--- config.mk ---
export PLATFORM = sky130hd
export DESIGN_NAME = controller_flat
export DESIGN_NICKNAME = d
export VERILOG_FILES = /design/src/rtl/controller_if.sv /design/src/rtl/controller.sv /design/src/flat_wrapper.sv
export SDC_FILE = /design/constraint.sdc
export NUM_CORES = 1
export LEC_CHECK = 0
export CORE_MARGIN = 2
export CORE_UTILIZATION = 34
export DETAILED_ROUTE_END_ITERATION = 16
export GPL_TIMING_DRIVEN = 0
export PLACE_DENSITY = 0.75
export REMOVE_ABC_BUFFERS = 1
export SLEW_MARGIN = 15
export SYNTH_ARGS = -nofsm -noshare
export SYNTH_HDL_FRONTEND = slang
export SYNTH_SLANG_ARGS = --single-unit
--- constraint.sdc ---
create_clock -name clk -period 1.3 [get_ports clk]
set_input_delay 0.26 -clock clk [delete_from_list [all_inputs] [get_ports clk]]
set_output_delay 0.26 -clock clk [all_outputs]
set_load 0.02 [all_outputs]
--- src/rtl/controller_if.sv ---
// controller_if: opcode/flag inputs and datapath control outputs of the
// mini-MIPS main controller, bundled as one port.
//   master - datapath side: drives op and zero, receives the controls
//   slave  - controller side
interface controller_if;
  logic [5:0] op;
  logic       zero;
  logic       memread;
  logic       memwrite;
  logic       alusrca;
  logic       memtoreg;
  logic       iord;
  logic       pcen;
  logic       regwrite;
  logic       regdst;
  logic [1:0] pcsource;
  logic [1:0] alusrcb;
  logic [1:0] aluop;
  logic [3:0] irwrite;

  modport master (
    output op, zero,
    input  memread, memwrite, alusrca, memtoreg, iord, pcen, regwrite,
           regdst, pcsource, alusrcb, aluop, irwrite
  );

  modport slave (
    input  op, zero,
    output memread, memwrite, alusrca, memtoreg, iord, pcen, regwrite,
           regdst, pcsource, alusrcb, aluop, irwrite
  );
endinterface

--- src/rtl/controller.sv ---
// controller: multicycle main control FSM for the 8-bit mini-MIPS datapath.
// Fetches a 32-bit instruction as four byte reads, decodes the opcode and
// sequences the datapath enables/selects. Outputs are Moore (decoded from the
// state) except pcen, which also folds in the ALU zero flag for BEQ.
// While reset is high every output is forced to 0.
// Optional feature: define CONTROLLER_ADDI_EN to support the ADDI opcode;
// otherwise ADDI is treated as an illegal opcode.
module controller (
  input  logic         clk,
  input  logic         reset,
  controller_if.slave  bus
);

  localparam logic [5:0] OP_LB    = 6'b100000;
  localparam logic [5:0] OP_SB    = 6'b101000;
  localparam logic [5:0] OP_RTYPE = 6'b000000;
  localparam logic [5:0] OP_BEQ   = 6'b000100;
  localparam logic [5:0] OP_J     = 6'b000010;
`ifdef CONTROLLER_ADDI_EN
  localparam logic [5:0] OP_ADDI  = 6'b001000;
`endif

  typedef enum logic [3:0] {
    FETCH1  = 4'd0,
    FETCH2  = 4'd1,
    FETCH3  = 4'd2,
    FETCH4  = 4'd3,
    DECODE  = 4'd4,
    MEMADR  = 4'd5,
    LBRD    = 4'd6,
    LBWR    = 4'd7,
    SBWR    = 4'd8,
    RTYPEEX = 4'd9,
    RTYPEWR = 4'd10,
    BEQEX   = 4'd11,
    JEX     = 4'd12,
    ADDIEX  = 4'd13,
    ADDIWR  = 4'd14
  } state_t;

  state_t     state_reg, state_next;
  logic       pcwrite, branch;
  logic       memread, memwrite, alusrca, memtoreg, iord, regwrite, regdst;
  logic [1:0] pcsource, alusrcb, aluop;
  logic [3:0] irwrite;

  // State register; reset always returns to the first fetch byte.
  always_ff @(posedge clk) begin
    if (reset) state_reg <= FETCH1;
    else       state_reg <= state_next;
  end

  // Next-state logic and Moore output decode; outputs are held low in reset.
  always_comb begin
    state_next = FETCH1;
    pcwrite    = 1'b0;
    branch     = 1'b0;
    memread    = 1'b0;
    memwrite   = 1'b0;
    alusrca    = 1'b0;
    memtoreg   = 1'b0;
    iord       = 1'b0;
    regwrite   = 1'b0;
    regdst     = 1'b0;
    pcsource   = 2'b00;
    alusrcb    = 2'b00;
    aluop      = 2'b00;
    irwrite    = 4'b0000;
    case (state_reg)
      FETCH1: begin
        memread = 1'b1; alusrcb = 2'b01; pcwrite = 1'b1; irwrite = 4'b0001;
        state_next = FETCH2;
      end
      FETCH2: begin
        memread = 1'b1; alusrcb = 2'b01; pcwrite = 1'b1; irwrite = 4'b0010;
        state_next = FETCH3;
      end
      FETCH3: begin
        memread = 1'b1; alusrcb = 2'b01; pcwrite = 1'b1; irwrite = 4'b0100;
        state_next = FETCH4;
      end
      FETCH4: begin
        memread = 1'b1; alusrcb = 2'b01; pcwrite = 1'b1; irwrite = 4'b1000;
        state_next = DECODE;
      end
      DECODE: begin
        // Branch target is precomputed into ALUOut while decoding.
        alusrcb = 2'b11;
        case (bus.op)
          OP_LB, OP_SB: state_next = MEMADR;
          OP_RTYPE:     state_next = RTYPEEX;
          OP_BEQ:       state_next = BEQEX;
          OP_J:         state_next = JEX;
`ifdef CONTROLLER_ADDI_EN
          OP_ADDI:      state_next = ADDIEX;
`endif
          default:      state_next = FETCH1;
        endcase
      end
      MEMADR: begin
        alusrca = 1'b1; alusrcb = 2'b10;
        if (bus.op == OP_LB)      state_next = LBRD;
        else if (bus.op == OP_SB) state_next = SBWR;
        else                      state_next = FETCH1;
      end
      LBRD: begin
        memread = 1'b1; iord = 1'b1;
        state_next = LBWR;
      end
      LBWR: begin
        regwrite = 1'b1; memtoreg = 1'b1;
      end
      SBWR: begin
        memwrite = 1'b1; iord = 1'b1;
      end
      RTYPEEX: begin
        alusrca = 1'b1; aluop = 2'b10;
        state_next = RTYPEWR;
      end
      RTYPEWR: begin
        regdst = 1'b1; regwrite = 1'b1;
      end
      BEQEX: begin
        alusrca = 1'b1; aluop = 2'b01; branch = 1'b1; pcsource = 2'b01;
      end
      JEX: begin
        pcwrite = 1'b1; pcsource = 2'b10;
      end
`ifdef CONTROLLER_ADDI_EN
      ADDIEX: begin
        alusrca = 1'b1; alusrcb = 2'b10;
        state_next = ADDIWR;
      end
      ADDIWR: begin
        regwrite = 1'b1;
      end
`endif
      default: state_next = FETCH1;
    endcase
    if (reset) begin
      pcwrite  = 1'b0;
      branch   = 1'b0;
      memread  = 1'b0;
      memwrite = 1'b0;
      alusrca  = 1'b0;
      memtoreg = 1'b0;
      iord     = 1'b0;
      regwrite = 1'b0;
      regdst   = 1'b0;
      pcsource = 2'b00;
      alusrcb  = 2'b00;
      aluop    = 2'b00;
      irwrite  = 4'b0000;
    end
  end

  assign bus.memread  = memread;
  assign bus.memwrite = memwrite;
  assign bus.alusrca  = alusrca;
  assign bus.memtoreg = memtoreg;
  assign bus.iord     = iord;
  assign bus.regwrite = regwrite;
  assign bus.regdst   = regdst;
  assign bus.pcsource = pcsource;
  assign bus.alusrcb  = alusrcb;
  assign bus.aluop    = aluop;
  assign bus.irwrite  = irwrite;
  assign bus.pcen     = pcwrite | (branch & bus.zero);

endmodule

--- src/flat_wrapper.sv ---
// flat-port wrapper written by rule: the top's interface ports become plain ports
module controller_flat 
  (clk, reset, bus_op, bus_zero, bus_memread, bus_memwrite, bus_alusrca, bus_memtoreg, bus_iord, bus_pcen, bus_regwrite, bus_regdst, bus_pcsource, bus_alusrcb, bus_aluop, bus_irwrite);
  controller_if bus_i ();
  input  logic clk;
  input  logic reset;
  input wire logic [$bits(bus_i.op)-1:0] bus_op;
  input wire logic [$bits(bus_i.zero)-1:0] bus_zero;
  output wire logic [$bits(bus_i.memread)-1:0] bus_memread;
  output wire logic [$bits(bus_i.memwrite)-1:0] bus_memwrite;
  output wire logic [$bits(bus_i.alusrca)-1:0] bus_alusrca;
  output wire logic [$bits(bus_i.memtoreg)-1:0] bus_memtoreg;
  output wire logic [$bits(bus_i.iord)-1:0] bus_iord;
  output wire logic [$bits(bus_i.pcen)-1:0] bus_pcen;
  output wire logic [$bits(bus_i.regwrite)-1:0] bus_regwrite;
  output wire logic [$bits(bus_i.regdst)-1:0] bus_regdst;
  output wire logic [$bits(bus_i.pcsource)-1:0] bus_pcsource;
  output wire logic [$bits(bus_i.alusrcb)-1:0] bus_alusrcb;
  output wire logic [$bits(bus_i.aluop)-1:0] bus_aluop;
  output wire logic [$bits(bus_i.irwrite)-1:0] bus_irwrite;
  assign bus_i.op = bus_op;
  assign bus_i.zero = bus_zero;
  assign bus_memread = bus_i.memread;
  assign bus_memwrite = bus_i.memwrite;
  assign bus_alusrca = bus_i.alusrca;
  assign bus_memtoreg = bus_i.memtoreg;
  assign bus_iord = bus_i.iord;
  assign bus_pcen = bus_i.pcen;
  assign bus_regwrite = bus_i.regwrite;
  assign bus_regdst = bus_i.regdst;
  assign bus_pcsource = bus_i.pcsource;
  assign bus_alusrcb = bus_i.alusrcb;
  assign bus_aluop = bus_i.aluop;
  assign bus_irwrite = bus_i.irwrite;
  controller u_core (.clk(clk), .reset(reset), .bus(bus_i));
endmodule
Yosys cells after proc, flatten, opt, wreduce, memory -nomap -nowiden
Index checks and enable logic that the tools add are counted.
{ "totals": {"register_bits": 4, "latchBits": 0, "ram_bits": 0, "rom_bits": 0, "input_bits": 9, "word_cells": 58, "n_memories": 0} }
{ "op_classes": {"addsub": 0, "multipliers": 0, "div": 0, "magnitude_cmp": 0, "eq_ne": 16, "shifts": 0, "n_mux": 30, "bitwise": 2, "n_reduce_logical": 9} }
{ "op_table": {"columns": ["cell", "n"], "rows": [
  ["one-hot mux 4 bit (4 select lines)", 2],
  ["one-hot mux 4 bit (8 select lines)", 1],
  ["equality test 4 bit, second input constant", 5],
  ["2-to-1 mux 1 bit", 18],
  ["equality test 4 x 3 -> 1 bit, second input constant", 4],
  ["equality test 6 bit, second input constant", 2],
  ["2-to-1 mux 4 bit", 3],
  ["OR reduction 5 bit", 2],
  ["equality test 4 x 2 -> 1 bit, second input constant", 2],
  ["one-hot mux 2 bit (2 select lines)", 2],
  ["equality test 6 x 2 -> 1 bit, second input constant", 1],
  ["equality test 6 x 3 -> 1 bit, second input constant", 1],
  ["zero test 6 bit", 1],
  ["2-to-1 mux 2 bit", 3],
  ["one-hot mux 2 bit (3 select lines)", 1],
  ["OR reduction 2 bit", 3],
  ["equality test 4 x 1 -> 1 bit, second input constant", 1],
  ["zero test 4 bit", 1],
  ["OR reduction 4 bit", 1],
  ["OR reduction 3 bit", 1],
  ["AND 1 bit", 1],
  ["OR 1 bit", 1]
]} }

Logic depth before layout (Yosys ltp)
Gate-level depths: netlist of the first run.
{ "logic_depth": {"word_depth": 5, "ltp_mapped": 5, "mapped_depth_nobuf": 4} }

Worst setup path before layout of the first run
No wires, ideal clock.
{ "synth_path": {"kind": "register to output", "startpoint": "register u_core.state_reg[0]", "endpoint": "output bus_memtoreg", "arrival_time_ns": 1.377, "required_time_ns": 1.040, "setup_slack_ns": -0.337, "stages_incl_launch_ff": 5, "cell_sequence": "dfxtp_1 buf_2 buf_1 nand2_1 nor3_1"} }
{ "synth_via": {"elab_chain_cells": 3} }
{ "synth_lines": {"columns": ["element", "line", "rtl"], "rows": [
  ["start: declaration", "controller.sv:41", "state_t state_reg, state_next;"],
  ["start signal: assignment", "controller.sv:50", "else state_reg <= state_next;"],
  ["equality test 4 x 3 -> 1 bit", "controller.sv:69", "case (state_reg)"],
  ["2-to-1 mux 1 bit", "controller.sv:69", null],
  ["2-to-1 mux 1 bit", "controller.sv:140", "if (reset) begin"],
  ["end: declaration", "flat_wrapper.sv:12", "output wire logic [$bits(bus_i.memtoreg)-1:0] bus_memtoreg;"]
]} }
No other way between the ends.

Final worst setup path of the first run
{ "layout_path": {"startpoint": "register u_core.state_reg[2]", "endpoint": "output bus_iord"} }
{ "layout_via": {"elab_chain_cells": 4} }
{ "layout_lines": {"columns": ["element", "line", "rtl"], "rows": [
  ["equality test 4 x 3 -> 1 bit or equality test 4 bit (tied branches)", "controller.sv:69", null],
  ["OR reduction 2 bit (no line) (*)", null, null],
  ["2-to-1 mux 1 bit (*)", "controller.sv:69", null],
  ["2-to-1 mux 1 bit (*)", "controller.sv:140", null],
  ["end: declaration", "flat_wrapper.sv:13", "output wire logic [$bits(bus_i.iord)-1:0] bus_iord;"]
]} }
Every way passes the cells marked *; elsewhere a longest branch is shown, timed or not.

==> results of run 1 <==
==> routing by layer <==
metal,vias up,GRT usage,share of wire
met2,50,0.367,0.53
met4,0,0.115,0.033
met5,-,0,0
met1,371,0.268,0.36
li1,376,-,-
met3,11,0.00426,0.074
==> logic make-up after synthesis <==
kind of cell / after synthesis / share of synthesized area
AND/OR/NAND/NOR: 47 / 0.501
buffers and inverters: 8 / 0.0675
XOR/XNOR: 1 / 0.0169
flip-flops: 4 / 0.154
multiplexers: 3 / 0.0602
AO/OA/AOI/OAI: 17 / 0.200
==> layout make-up <==
cell class	instances	area (um^2)
clock buffers	3	22.5
well taps	16	20.0
multi-input cells	68	548
flip-flops and latches	4	95.1
inverters	1	3.75
repair buffers	46	385
fillers	105	397
==> through the flow <==
step / hold slack (ns) / cell area (um^2) / total power (W)
after floorplan: 0.337 / 488 / 0.000232
after CTS: 0.381 / 898 / 0.000481
after global placement: 0.722 / 768 / 0.000309
final: 0.404 / 1070 / 0.000572
after global routing: 0.418 / 1070 / 0.000603
after detailed placement: 0.726 / 768 / 0.000313
==> power breakdown <==
group / leakage [nW] / internal [W] / switching [W]
combinational: 0.408 / 0.000129 / 0.000134
sequential: 0.0355 / 0.000127 / 0.0000191
clock: 0.0138 / 0.000104 / 0.0000589
==> synth_stat cells, drive strengths merged <==
master,instances
and3b,1
and4,1
nor4,2
o21a,1
nor2b,1
a21boi,1
nor2,14
and3,1
a41oi,1
inv,1
nor3b,4
a31oi,2
o21bai,2
buf,5
mux2i,2
nand4,1
mux2,1
xnor2,1
nand2b,6
nand2,5
a211oi,1
or3b,1
a21oi,7
o21ai,2
nand3,2
nor3,7
or3,1
dfxtp,4
clkbuf,2
==> final timing paths <==
path	startpoint	to	slack (ns)	depth (start not counted)
worst max-delay path	u_core.state_reg[2]	bus_iord	-0.25	5
worst max register to register	u_core.state_reg[0]	u_core.state_reg[3]	-0.06	7
worst min register to register	u_core.state_reg[3]	u_core.state_reg[0]	0.67	2
worst min-delay path	reset	u_core.state_reg[0]	0.40	2
==> repair_timing <==
action	4_1_cts	5_1_grt
resized for setup	127	39
pin swaps	8	8
buffers inserted	13	7
setup endpoints to repair	21	21
==> flow_metrics.py, run 1 <==
metrics = {
    "power_and_ir_drop": {
        "ir_drop_v": 0.000380,
        "p_leak_nw": 0.457,
        "p_per_area_nw_per_um2": 532,
    },
    "placement": {
        "place_congestion": 0.847,
        "dp.cells": 115,
        "place_hpwl_mm": 1.02,
        "port_buffers": 26,
        "dp_worst_setup_slack_ns": -0.972,
    },
    "worst_setup_path": {
        "crit_buf_inv": 2,
        "crit_family": "flip-flops",
        "crit_arrival_ns": 1.29,
        "critical_path.cell_chain": "buf_6, nand2b_4, mux2i_1, nor3b_2, buf_4",
        "slowest_delay_ns": 0.40,
        "cp.required_ns": 1.04,
        "path_max_fanout": 6,
        "worst-setup-path-type": "reg -> out",
        "crit_path_end_kind": "output pin",
        "slowest_stage": "dfxtp_4",
        "crit_path_start_kind": "register",
    },
    "die": {
        "row_count": 14,
        "fp.dieW_um": 43.1,
        "start_util": 0.353,
        "core_area_um2": 1470,
        "ioPinCount": 27,
        "die_y_um": 43.1,
        "die_area_um2": 1860,
    },
    "final_layout": {
        "final_core_util": 0.730,
        "diodes": 0,
        "drive_gt1_frac": 0.648,
        "mostFrequentLayoutCells": "buf_4, buf_6, nor2_2, dlygate4sd2_1, nor2_1",
        "fin_nets": 133,
        "stdcell_count": 138,
        "final_common_cell": "buf_4",
        "areaGrowthSynthToFinish_pct": 107,
        "largest_reg_flops": 4,
    },
    "logic_synthesis": {
        "yosysWarnings": 0,
        "synthCells": 80,
        "synth.distinct_cells": 31,
        "seq_area_frac_synth": 0.154,
        "avgSynthCellArea_um2": 6.49,
        "ys_seq_elements": 4,
        "yosys-top-cells-area": "dfxtp_1, nor2_1, nand2b_1",
        "synth_area_um2": 519,
        "synth.top_cell.area_share": 0.154,
        "yosys.area.top_type": "dfxtp_1",
    },
    "sta": {
        "fin_crit_ns": 1.55,
        "rsz0062_at_grt": "yes",
        "setup_tns_ns": -3.69,
        "max_slew.worst_pin.slew_ns": 0.257,
        "fmaxAchievable_ghz": 0.645,
        "relSlewSlack": 0.827,
        "slew_violations": 0,
        "finalCritPeriodShare": 1.19,
        "clock_skew_ns": 0.0157,
        "setup_viol": 21,
        "final-hold-violation-count": 0,
        "fin_ws_ns": -0.251,
    },
    "run_status": {
        "status": "finished with violations",
        "violations": "setup timing",
    },
    "global_route": {
        "grt_antenna_before_repair": 0,
        "grt_pass1_wl_mm": 3.08,
        "grt_max_degree": 14,
        "first_global_vias": 703,
        "overflow": 0,
        "grt_usage": 0.214,
    },
    "clocking": {
        "h-tree-depth": 1,
        "clock_sinks": 4,
        "cts-root-buf": "clkbuf_4",
        "hold_buffers": 0,
        "cts-buffers-inserted": 3,
        "clock_path_buffers": 2,
        "cts_tree": "done",
        "clk_pin_slew_ns": 0.05,
        "insertion_delay_ns": 0.25,
    },
    "route": {
        "detail_route.wl_per_cell_um": 16.0,
        "ant_nets": 0,
        "viasPerCell": 5.86,
        "vias": 808,
        "wirelength_mm": 2.21,
        "dr.pass1.iters": 6,
        "drtIter0Drc": 22,
        "drc_errors": 0,
    },
    "worst_hold_path": {
        "hold_path.class": "in -> reg",
    },
    "run": {
        "maxCapViolCount": 0,
    },
}
Power figures use the tool's default switching activity.
==> run 2: changes to the inputs <==
CORE_MARGIN = 3   (was 2)
==> run 2 against run 1 <==
  * The flow still finishes with violations (setup timing)
  * Largest power group unchanged
  * Hold slack improved by 0.076 ns
  * Design area shrank 1.2%
  * Sequential power fell by 3%
  * Combinational power fell by 10%
  * Register-to-register slack got worse by 0.04 ns
  * First-iteration DRC count increased by 4.5%
  * Final cell count shrank 1.4%
  * Sequential share of layout area up 0.10 points
  * Critical path depth unchanged
  * Utilization grew 4.7 points
  * Routed wire length down 1.7%
  * Highest routed layer unchanged
  * Largest cell class unchanged
  * Count of clock-buffer cells in the layout unchanged
==> flow_metrics.py, run 2 (synthesis gave the netlist of run 1 again) <==
metrics = {
    "final_layout": {
        "drive_gt1_frac": 0.620,
        "final_common_cell": "buf_4",
        "mostFrequentLayoutCells": "buf_4, buf_6, nor2_1, dlygate4sd2_1, buf_2",
        "fillers": 100,
        "diodes": 0,
        "areaGrowthSynthToFinish_pct": 105,
        "final_area_um2": 1060,
        "largest_reg_flops": 4,
        "fin_nets": 132,
        "stdcell_count": 136,
    },
    "clocking": {
        "clock_sinks": 4,
        "insertion_delay_ns": 0.24,
        "clk_pin_slew_ns": 0.05,
        "clock_path_buffers": 2,
        "cts_tree": "done",
        "cts-root-buf": "clkbuf_4",
        "cts-buffers-inserted": 3,
        "h-tree-depth": 1,
    },
    "placement": {
        "place_congestion": 0.789,
        "dp_worst_setup_slack_ns": -0.993,
        "dp.cells": 114,
        "port_buffers": 26,
        "place_hpwl_mm": 1.06,
        "dpl_cell_area_um2": 767,
    },
    "global_route": {
        "grt_usage": 0.189,
        "grt_antenna_before_repair": 0,
        "grt_pass1_wl_mm": 2.89,
        "overflow": 0,
        "first_global_vias": 651,
        "grt_max_degree": 12,
    },
    "sta": {
        "fin_ws_ns": -0.255,
        "rsz0062_at_grt": "yes",
        "max_slew.worst_pin.slew_ns": 0.247,
        "final-hold-violation-count": 0,
        "clock_skew_ns": 0.0162,
        "setup_viol": 21,
        "slew_violations": 0,
        "holdWs_ns": 0.480,
        "finalCritPeriodShare": 1.20,
        "fmaxAchievable_ghz": 0.643,
        "relSlewSlack": 0.834,
        "fin_crit_ns": 1.55,
    },
    "worst_setup_path": {
        "path_max_fanout": 7,
        "worst-setup-path-type": "reg -> out",
        "reg2reg_from": "u_core.state_reg[2]",
        "crit_path_start_kind": "register",
        "critical_path.cell_chain": "inv_2, nand2_1, mux2i_1, nor3b_2, buf_4",
        "crit_path_end_kind": "output pin",
        "slowest_delay_ns": 0.38,
        "r2r_end": "u_core.state_reg[3]",
        "crit_arrival_ns": 1.29,
        "r2r_cells": 6,
        "cp.required_ns": 1.04,
        "endpoint": "bus_iord",
        "slowest_stage": "dfxtp_4",
        "critPathLaunch": "u_core.state_reg[2]",
        "r2r_slack_ns": -0.10,
    },
    "route": {
        "drtIter0Drc": 23,
        "vias": 769,
        "ant_nets": 0,
        "dr.pass1.iters": 4,
        "detail_route.wl_per_cell_um": 16.0,
        "drc_errors": 0,
        "viasPerCell": 5.65,
        "wirelength_mm": 2.17,
    },
    "power_and_ir_drop": {
        "power_frac_seq": 0.261,
        "switchingPower_w": 0.000206,
        "p_clk_frac": 0.308,
        "switching_share": 0.377,
        "p_per_area_nw_per_um2": 515,
        "ir_drop_v": 0.000364,
        "p_leak_nw": 0.443,
        "pwr-share-comb": 0.432,
        "internal-power_w": 0.000341,
    },
    "run_status": {
        "violations": "setup timing",
        "status": "finished with violations",
    },
    "worst_hold_path": {
        "hold_path.class": "in -> reg",
    },
    "die": {
        "die_y_um": 45.1,
        "ioPinCount": 27,
        "die_area_um2": 2030,
        "fp.dieW_um": 45.1,
        "row_count": 13,
        "core_area_um2": 1370,
        "start_util": 0.380,
    },
    "run": {
        "maxCapViolCount": 0,
    },
}
run 2: changes by cell type in the layout (fill, tap and decap cells not counted), sizes merged:
| cell | previous run | this run |
|---|---|---|
| dlygate4sd2 | 6 | 7 |
| buf | 39 | 36 |
| dlymetal6s2s | 1 | 0 |
| clkdlybuf4s15 | 0 | 2 |
run 2: power by group through the flow:
stage,Clock [W],Sequential [W],Combinational [W]
2_1_floorplan,0,0.000152,0.0000801
3_3_place_gp,0,0.000159,0.000149
3_5_place_dp,0,0.000160,0.000152
4_1_cts,0.000163,0.000146,0.000181
5_1_grt,0.000189,0.000143,0.000251
6_report,0.000168,0.000142,0.000236
run 2: how the worst min path moves through the flow:
stage                         from                  end  cells past startpoint
2_1_floorplan                reset  u_core.state_reg[0]                      1
3_3_place_gp   u_core.state_reg[2]  u_core.state_reg[3]                      2
3_5_place_dp   u_core.state_reg[2]  u_core.state_reg[3]                      2
4_1_cts                      reset  u_core.state_reg[0]                      2
5_1_grt                      reset  u_core.state_reg[0]                      2
6_report                     reset  u_core.state_reg[0]                      2
run 2: area by class of cell:
| class | instances | area, um^2 | area share |
|---|---|---|---|
| Sequential cell | 4 | 95.1 | 0.0895 |
| Timing Repair Buffer | 45 | 380 | 0.358 |
| Multi-Input combinational cell | 68 | 542 | 0.510 |
| Clock buffer | 3 | 22.5 | 0.0212 |
| Inverter | 1 | 3.75 | 0.00353 |
| Tap cell | 15 | 18.8 | 0.0177 |
run 2: metrics by stage:
stage          setup TNS (ns)  utilization  total power, W
2_1_floorplan           -2.19            -        0.000232
3_3_place_gp           -15.52        0.561        0.000309
3_5_place_dp           -16.01        0.561        0.000312
4_1_cts                 -2.47        0.682        0.000491
5_1_grt                 -4.81        0.777        0.000583
6_report                -3.43        0.777        0.000547
run 2: routing by layer:
layer | up-vias | part of all wire | wire length, um | GRT usage
met5 | - | 0 | 0 | 0
met4 | 0 | 0.0064 | 14 | 0.0351
met3 | 2 | 0.068 | 148 | 0.0279
met2 | 28 | 0.50 | 1080 | 0.325
met1 | 368 | 0.43 | 925 | 0.249
li1 | 371 | - | - | -
run 2: what timing repair did:
item	in CTS	in global routing
resized for setup	129	30
pin swaps	7	7
endpoints found under the setup margin	21	21
buffers inserted	15	5
hold buffers	0	0
run 2: critical path: cells and delay by family, from the launching register on:
| kind | cells | cell delay [ns] |
|---|---|---|
| muxes | 1 | 0.13 |
| DFF | 1 | 0.38 |
| and+or+nand+nor | 2 | 0.27 |
| buffers and inverters | 2 | 0.28 |
